===== src/rtl/nr_div_pkg.sv =====
// Shared types and helpers for the non-restoring divider: state encoding and
// a width-generic conditional negate.
package nr_div_pkg;

  localparam logic [1:0] StIdleCode = 2'd0;
  localparam logic [1:0] StIterCode = 2'd1;
  localparam logic [1:0] StFixCode  = 2'd2;
  localparam logic [1:0] StDoneCode = 2'd3;

  typedef enum logic [1:0] {
    StIdle = StIdleCode,
    StIter = StIterCode,
    StFix  = StFixCode,
    StDone = StDoneCode
  } nr_div_state_e;

  localparam int unsigned NrDivMaxWidth = 1024;

  // Callers zero-extend into the max width and keep the low WIDTH bits; negation
  // modulo 2^1024 truncates to negation modulo 2^WIDTH.
  function automatic logic [NrDivMaxWidth-1:0] abs_w(input logic [NrDivMaxWidth-1:0] x,
                                                     input logic                     neg);
    return neg ? (~x + NrDivMaxWidth'(1)) : x;
  endfunction

endpackage


===== src/rtl/nr_div_step.sv =====
// One non-restoring division step over the {P,Q} pair: shift, add/subtract the
// divisor according to the sign of P, and produce the new quotient bit.
module nr_div_step #(
  parameter int unsigned WIDTH = 233
) (
  input  logic [WIDTH:0]   p_i,
  input  logic             q_msb_i,
  input  logic [WIDTH-1:0] d_i,
  output logic [WIDTH:0]   p_o,
  output logic             q_bit_o
);

  logic [WIDTH:0] p_sh;

  // The shift may overflow WIDTH+1 bits; modular arithmetic still lands the
  // result back in [-D, D).
  assign p_sh    = {p_i[WIDTH-1:0], q_msb_i};
  assign p_o     = p_i[WIDTH] ? (p_sh + {1'b0, d_i}) : (p_sh - {1'b0, d_i});
  assign q_bit_o = ~p_o[WIDTH];

endmodule


===== src/rtl/nr_divider.sv =====
// Sequential radix-2 non-restoring divider, one quotient bit per clock.
// Define NR_DIV_SIGNED_EN for two's-complement operands (truncating division).
module nr_divider
  import nr_div_pkg::*;
#(
  parameter int unsigned WIDTH = 233,
  parameter int unsigned CNT_W = $clog2(WIDTH + 1)
) (
  input  logic             clk,
  input  logic             rst,
  input  logic             start_i,
  input  logic [WIDTH-1:0] a_i,
  input  logic [WIDTH-1:0] b_i,
  output logic             busy_o,
  output logic             done_o,
  output logic [WIDTH-1:0] q_o,
  output logic [WIDTH-1:0] r_o,
  output logic             dz_o
);

  nr_div_state_e    state_q, state_d;
  logic [CNT_W-1:0] cnt_q, cnt_d;
  logic [WIDTH:0]   p_q, p_d;
  logic [WIDTH-1:0] quo_q, quo_d;
  logic [WIDTH-1:0] d_q, d_d;
  logic             bz_q, bz_d;
  logic [WIDTH-1:0] q_q, q_d;
  logic [WIDTH-1:0] r_q, r_d;
  logic             dz_q, dz_d;

  logic [WIDTH:0]   step_p;
  logic             step_qbit;
  logic [WIDTH-1:0] a_mag, b_mag, rem_mag, rem_src, q_res, r_res;

  nr_div_step #(
    .WIDTH (WIDTH)
  ) u_step (
    .p_i     (p_q),
    .q_msb_i (quo_q[WIDTH-1]),
    .d_i     (d_q),
    .p_o     (step_p),
    .q_bit_o (step_qbit)
  );

  assign rem_mag = p_q[WIDTH] ? (p_q[WIDTH-1:0] + d_q) : p_q[WIDTH-1:0];
  // On divide-by-zero the untouched quotient register still holds |a|.
  assign rem_src = bz_q ? quo_q : rem_mag;

`ifdef NR_DIV_SIGNED_EN
  logic                     sa_q, sa_d, neg_q, neg_d;
  logic [NrDivMaxWidth-1:0] a_abs, b_abs, q_fix, r_fix;

  assign a_abs = abs_w(NrDivMaxWidth'(a_i), a_i[WIDTH-1]);
  assign b_abs = abs_w(NrDivMaxWidth'(b_i), b_i[WIDTH-1]);
  assign q_fix = abs_w(NrDivMaxWidth'(quo_q), neg_q);
  assign r_fix = abs_w(NrDivMaxWidth'(rem_src), sa_q);
  assign a_mag = a_abs[WIDTH-1:0];
  assign b_mag = b_abs[WIDTH-1:0];
  assign q_res = q_fix[WIDTH-1:0];
  assign r_res = r_fix[WIDTH-1:0];
  assign sa_d  = (state_q == StIdle && start_i) ? a_i[WIDTH-1] : sa_q;
  assign neg_d = (state_q == StIdle && start_i) ? (a_i[WIDTH-1] ^ b_i[WIDTH-1]) : neg_q;

  always_ff @(posedge clk) begin
    if (rst) begin
      sa_q  <= 1'b0;
      neg_q <= 1'b0;
    end else begin
      sa_q  <= sa_d;
      neg_q <= neg_d;
    end
  end
`else
  assign a_mag = a_i;
  assign b_mag = b_i;
  assign q_res = quo_q;
  assign r_res = rem_src;
`endif

  always_comb begin
    state_d = state_q;
    cnt_d   = cnt_q;
    p_d     = p_q;
    quo_d   = quo_q;
    d_d     = d_q;
    bz_d    = bz_q;
    q_d     = q_q;
    r_d     = r_q;
    dz_d    = dz_q;
    done_o  = 1'b0;
    busy_o  = (state_q != StIdle);
    unique case (state_q)
      StIdle: begin
        if (start_i) begin
          d_d     = b_mag;
          quo_d   = a_mag;
          p_d     = '0;
          bz_d    = (b_i == '0);
          cnt_d   = CNT_W'(WIDTH);
          state_d = (b_i == '0) ? StFix : StIter;
        end
      end
      StIter: begin
        p_d   = step_p;
        quo_d = {quo_q[WIDTH-2:0], step_qbit};
        cnt_d = cnt_q - CNT_W'(1);
        if (cnt_q == CNT_W'(1)) begin
          state_d = StFix;
        end
      end
      StFix: begin
        q_d     = bz_q ? '1 : q_res;
        r_d     = r_res;
        dz_d    = bz_q;
        state_d = StDone;
      end
      StDone: begin
        done_o  = 1'b1;
        state_d = StIdle;
      end
      default: state_d = StIdle;
    endcase
  end

  always_ff @(posedge clk) begin
    if (rst) begin
      state_q <= StIdle;
      cnt_q   <= '0;
      p_q     <= '0;
      quo_q   <= '0;
      d_q     <= '0;
      bz_q    <= 1'b0;
      q_q     <= '0;
      r_q     <= '0;
      dz_q    <= 1'b0;
    end else begin
      state_q <= state_d;
      cnt_q   <= cnt_d;
      p_q     <= p_d;
      quo_q   <= quo_d;
      d_q     <= d_d;
      bz_q    <= bz_d;
      q_q     <= q_d;
      r_q     <= r_d;
      dz_q    <= dz_d;
    end
  end

  assign q_o  = q_q;
  assign r_o  = r_q;
  assign dz_o = dz_q;

endmodule


===== config.mk =====
export PLATFORM = sky130hd
export DESIGN_NAME = nr_divider
export DESIGN_NICKNAME = d
export VERILOG_FILES = /design/src/rtl/nr_div_pkg.sv /design/src/rtl/nr_div_step.sv /design/src/rtl/nr_divider.sv
export SDC_FILE = /design/constraint.sdc
export NUM_CORES = 2
export LEC_CHECK = 0
export CORE_MARGIN = 4
export CORE_UTILIZATION = 35
export DETAILED_ROUTE_END_ITERATION = 7
export PLACE_DENSITY = 0.59
export SLEW_MARGIN = 30
export SYNTH_ARGS = -nofsm -noshare
export SYNTH_HDL_FRONTEND = slang
export SYNTH_SLANG_ARGS = --single-unit

===== constraint.sdc =====
create_clock -name clk -period 8.3 [get_ports clk]
set_input_delay 0.83 -clock clk [delete_from_list [all_inputs] [get_ports clk]]
set_output_delay 0.83 -clock clk [all_outputs]
set_load 0.01 [all_outputs]

# --- Word level (Yosys, flattened, before mapping) ---
# Cells that the tools add are included.
op_classes:
  addsub: 4
  n_eq_ne: 6
  muxes: 15
  n_bitwise: 1
  reduce_logical: 7
ops:
  columns: ["cell", "count"]
  rows:
  - ["233-bit two-way mux", 4]
  - ["234-bit two-way mux", 2]
  - ["234-bit case mux with 2 select lines", 1]
  - ["233-bit case mux with 2 select lines", 1]
  - ["234-bit by 233-bit adder with 234-bit output", 1]
  - ["234-bit by 233-bit subtractor with 234-bit output", 1]
  - ["233-bit adder", 1]
  - ["233-bit zero test", 1]
  - ["8-bit case mux with 2 select lines", 1]
  - ["8-bit by 1-bit == test with 1-bit output, second input constant", 1]
  - ["8-bit two-way mux", 1]
  - ["2-bit case mux with 4 select lines", 1]
  - ["8-bit by 1-bit subtractor with 8-bit output, second input constant", 1]
  - ["2-bit two-way mux", 3]
  - ["2-bit AND reduction", 3]
  - ["2-bit == test, second input constant", 2]
  - ["2-bit != test, second input constant", 2]
  - ["2-bit nonzero test", 2]
  - ["2-bit by 1-bit == test with 1-bit output, second input constant", 1]
  - ["2-bit zero test", 1]
  - ["1-bit two-way mux", 1]
  - ["1-bit NOT", 1]
word_totals:
  regBits: 1178
  inputBits: 469
  output_inout_bits: 469

# --- Logic depth before layout (Yosys ltp) ---
logic_depth:
  depth_word: 4
  mapped_depth: 31

# --- By module ---
# From an unflattened synthesis, not the netlist that was laid out.
hier_totals:
  hier_cells: 11786
  hier_area_um2: 86380.3
by_module_without_submodules:
  columns: ["mod", "instances", "cells_per_inst", "area_each_um2"]
  rows:
  - ["nr_divider", 1, 8020, 63033.0]
  - ["nr_div_step", 1, 3766, 23347.4]

# --- Least setup slack after synthesis ---
# No wires, ideal clock.
synth_path:
  kind: "flip-flop to flip-flop"
  startpoint: "register d_q[40]"
  endpoint: "register p_q[230]"
  setup_time_ps: 117
  arrival_ps: 6441
  t_required_ps: 8183
  setup_slack_ps: 1741
  stages_incl_launch_ff: 29
  path_buffers: 2
  path_cell_list: "dfxtp_1 or4_1 or3_1 clkbuf_1 nor4b_2 nand3_1 nor2_1 and3_1 and2b_1 and3_1 nand4_1 nor4_2 a41oi_1 xor2_1 ha_1 clkbuf_1 nand2_1 nor2_1 nand2_1 nor3_1 nand3_1 nor3_1 o211a_1 o21ai_1 a2111oi_0 o21ai_0 o41ai_2 mux2i_1 a32o_1"
synth_between:
  elab_chain_len: 3
  elab_cells_between_ends: 4
synth_rtl:
  columns: ["element", "line", "text"]
  rows:
  - ["from (decl)", "nr_divider.sv:25", "logic [WIDTH-1:0] d_q, d_d;"]
  - ["from (signal assigned)", "nr_divider.sv:131", "d_q <= '0;"]
  - ["from (signal assigned)", "nr_divider.sv:141", "d_q <= d_d;"]
  - ["234-bit by 233-bit subtractor with 234-bit output / 234-bit by 233-bit adder with 234-bit output (equally long branches)", "nr_div_step.sv:18", "assign p_o = p_i[WIDTH] ? (p_sh + {1'b0, d_i}) : (p_sh - {1'b0, d_i});"]
  - ["234-bit two-way mux (*)", "nr_div_step.sv:18", null]
  - ["234-bit case mux with 2 select lines (*)", "nr_divider.sv:92", "unique case (state_q)"]
  - ["to (signal assigned)", "nr_divider.sv:139", "p_q <= p_d;"]
  - ["to (decl)", "nr_divider.sv:23", "logic [WIDTH:0] p_q, p_d;"]
# Mark *: on every way between the ends. The rest lies on a longest branch, timed or not.
# A chain may end at the register's enable or synchronous reset.

# --- Final worst setup path ---
layout_path:
  startpoint: "register d_q[51]"
  endpoint: "register p_q[230]"
# The elaborated chain is that of the path after synthesis.

==> impl_metrics.toml <==
[setup_path]
crit_arrival_ps = 8690
cp_common_cell = "buf_4"
cp-end-kind = "register"
worstReg2RegEnd = "p_q[230]"
slowest_delay_ps = 920
critPathTopFamily = "simple AND/OR/NAND/NOR gates"
path_depth = 30
cp.required_ps = 9090
worst_r2r_path_depth = 30
r2r_start = "d_q[51]"
startpoint_type = "register"
cp_num_buf_inv = 4
crit_type = "register to register"
cp_max_fo = 5
cp_slowest_cell = "nor4_1"
r2r_setup_slack_ps = 400

[final_layout]
fill_cells = 24680
area_growth_pct = 23.15
final_net_count = 13420
stdcell_count = 15770
multi_input_area_sq_um = 57420
seq_area_sq_um = 23590
drive_gt1_frac = 0.06670

[yosys]
async_flop_share = 0
post_synth.cell_area_avg_sq_um = 7.247
ys_types = 101
yosys_warnings = 0
netlist_instances = 11650
synth_top_area_cell = "dfxtp_1"
synth_seq_cells = 1178
postSynthNetCount = 12630
synth_top_area_share = 0.2793
synth_edf_count = 0
synthTopCellsByCount = "nor2_1 (1585), nand2_1 (1359), a21oi_1 (1266)"
yosys.cell_count.top_type = "nor2_1"
synth-main-ff-cell = "dfxtp_1"
syn_area_sq_um = 84420
synth.area.top_cells = "dfxtp_1 (28%), ha_1 (7.6%), a21oi_1 (7.5%)"
yosysSeqAreaShare = 0.2793

[place]
gp_congestion = 1.079
pre_cts_ws_ps = 598.4
io_buffer_count = 937
dp_hpwl_um = 422300
dp.cells = 15480

[timing]
holdWs_ps = 367.3
post-route-min-period_ps = 7897
timing.final.ws_setup_ps = 403.3
slew_violations = 0
fin_crit_sh = 0.9514
tightest_slew_ps = 1249
skew_ps = 82.04
tns_ps = 0
slew_headroom = 0.1677
max_freq_ghz = 0.1266
rsz0062_at_grt = "no"
setup_viol = 0
hold_viol = 0

[power]
p_per_area_nw_per_um2 = 548.1
ir_worst_vdd_mv = 0.2662
p_total_w = 0.05698
p_leak_nw = 39.93

[die]
dieArea_sq_um = 249100
pin_count = 938
die_y_um = 499.1
die_w_um = 499.1
core_area_sq_um = 240300
row_count = 180
start_util = 0.3513

[hold_path]
min_path_type = "input port to register"
hold_start = "rst"
min_to = "r_o[181]"
min_path_cells = 2

[clock_tree]
cts_tree = "done"
cts_setup_buffers = 0
cts.repair.resized = 0
path_clk_slew_ps = 60
cts_buffers = 147
clock_latency_ps = 880
cts_max_level = 4
holdBufCountCts = 0
numClockSinks = 1178
cts_buffer_depth = 3
root_buffer = "clkbuf_16"

[route]
vias_per_cell = 6.327
drt_first_pass_iters = 7
drc = 0
drt_first_iter_violations = 12840
routed_wl_um = 517200
routedWlPerCell_um = 32.80
vias = 99750
detail-route-antenna-nets = 0

[grt]
grt_max_degree = 182
grt_pass1_wl_um = 709300
overflow = 0
track_usage = 0.3919
antenna_found_initial = 39
grt_pass1_vias = 91790

[job]
maxCapViolCount = 0

[status]
outcome = "finished clean"
## area by class of cell
| class | instances | share of cell area |
|---|---|---|
| antenna | 33 | 0.0007943 |
| clock buffer | 200 | 0.03970 |
| clock inverter | 58 | 0.009002 |
| inverter | 235 | 0.008569 |
| multi-input combinational | 9485 | 0.5523 |
| sequential | 1178 | 0.2269 |
| tap | 3185 | 0.03833 |
| timing repair buffer | 1392 | 0.1244 |
## metrics by stage
step | area, sq um | util
after floorplan | 84420 | -
after global placement | 98700 | 0.4107
after detailed placement | 98790 | 0.4111
after CTS | 103900 | 0.4322
after global routing | 103900 | 0.4324
final | 104000 | 0.4326
## layer usage
layer  GRT usage  share of wire  vias up
met3      0.1013           0.11     1016
li1            -              -    44060
met5           0        0.00017        -
met4      0.2252          0.067       14
met2      0.5843           0.42     6013
met1      0.5107           0.41    48650
## registers in the layout, indices dropped and copies added, names as in the netlist
signal   cells
bz_q         1
cnt_q        8
d_q        233
dz_o         1
p_q        234
q_o        233
q_res      233
r_o        233
state_q      2
## cell families after synthesis
kind of cell / Yosys count / share of synthesized area
buffers and inverters: 986 / 0.04399
adders and majority gates: 515 / 0.07651
and+or+nand+nor: 4328 / 0.2291
muxes: 211 / 0.02506
AOI/OAI and AO/OA: 3760 / 0.2764
DFF: 1178 / 0.2793
xor gates and xnor gates: 671 / 0.06961
## worst max path at each step
stage,from,endpoint,slack [ps]
final,d_q[51],p_q[230],400
after global routing,d_q[2],p_q[230],20
after CTS,d_q[2],p_q[230],540
after detailed placement,d_q[2],p_q[230],600
after global placement,d_q[2],p_q[230],560
after floorplan,d_q[40],p_q[230],1740
## layout by cell type, fill, tap and decap left out, types with 66 or more instances in the layout
cell type           n
a211oi_1          120
a21o_1            203
a21oi_1          1265
a221oi_1          130
a22oi_1           185
a31oi_1            74
buf_4             444
clkbuf_16         147
clkdlybuf4s50_1   936
dfxtp_1          1176
ha_1              511
inv_1             231
mux2i_1           205
nand2_1          1354
nand3_1           112
nand4_1           324
nor2_1           1580
nor3_1            402
nor4_1            155
o21a_1             71
o21ai_0           696
o21bai_1          184
o22ai_1           420
or3_1              66
xnor2_1           316
xor2_1            354
## where the power goes
part | leakage, nW | internal (W) | switching (W)
combinational | 27.8 | 0.0138 | 0.0253
sequential | 9.63 | 0.00747 | 0.00349
clock | 2.45 | 0.00399 | 0.00293
total | 39.9 | 0.0252 | 0.0318
No activity file was read; power rests on OpenSTA's default activity.
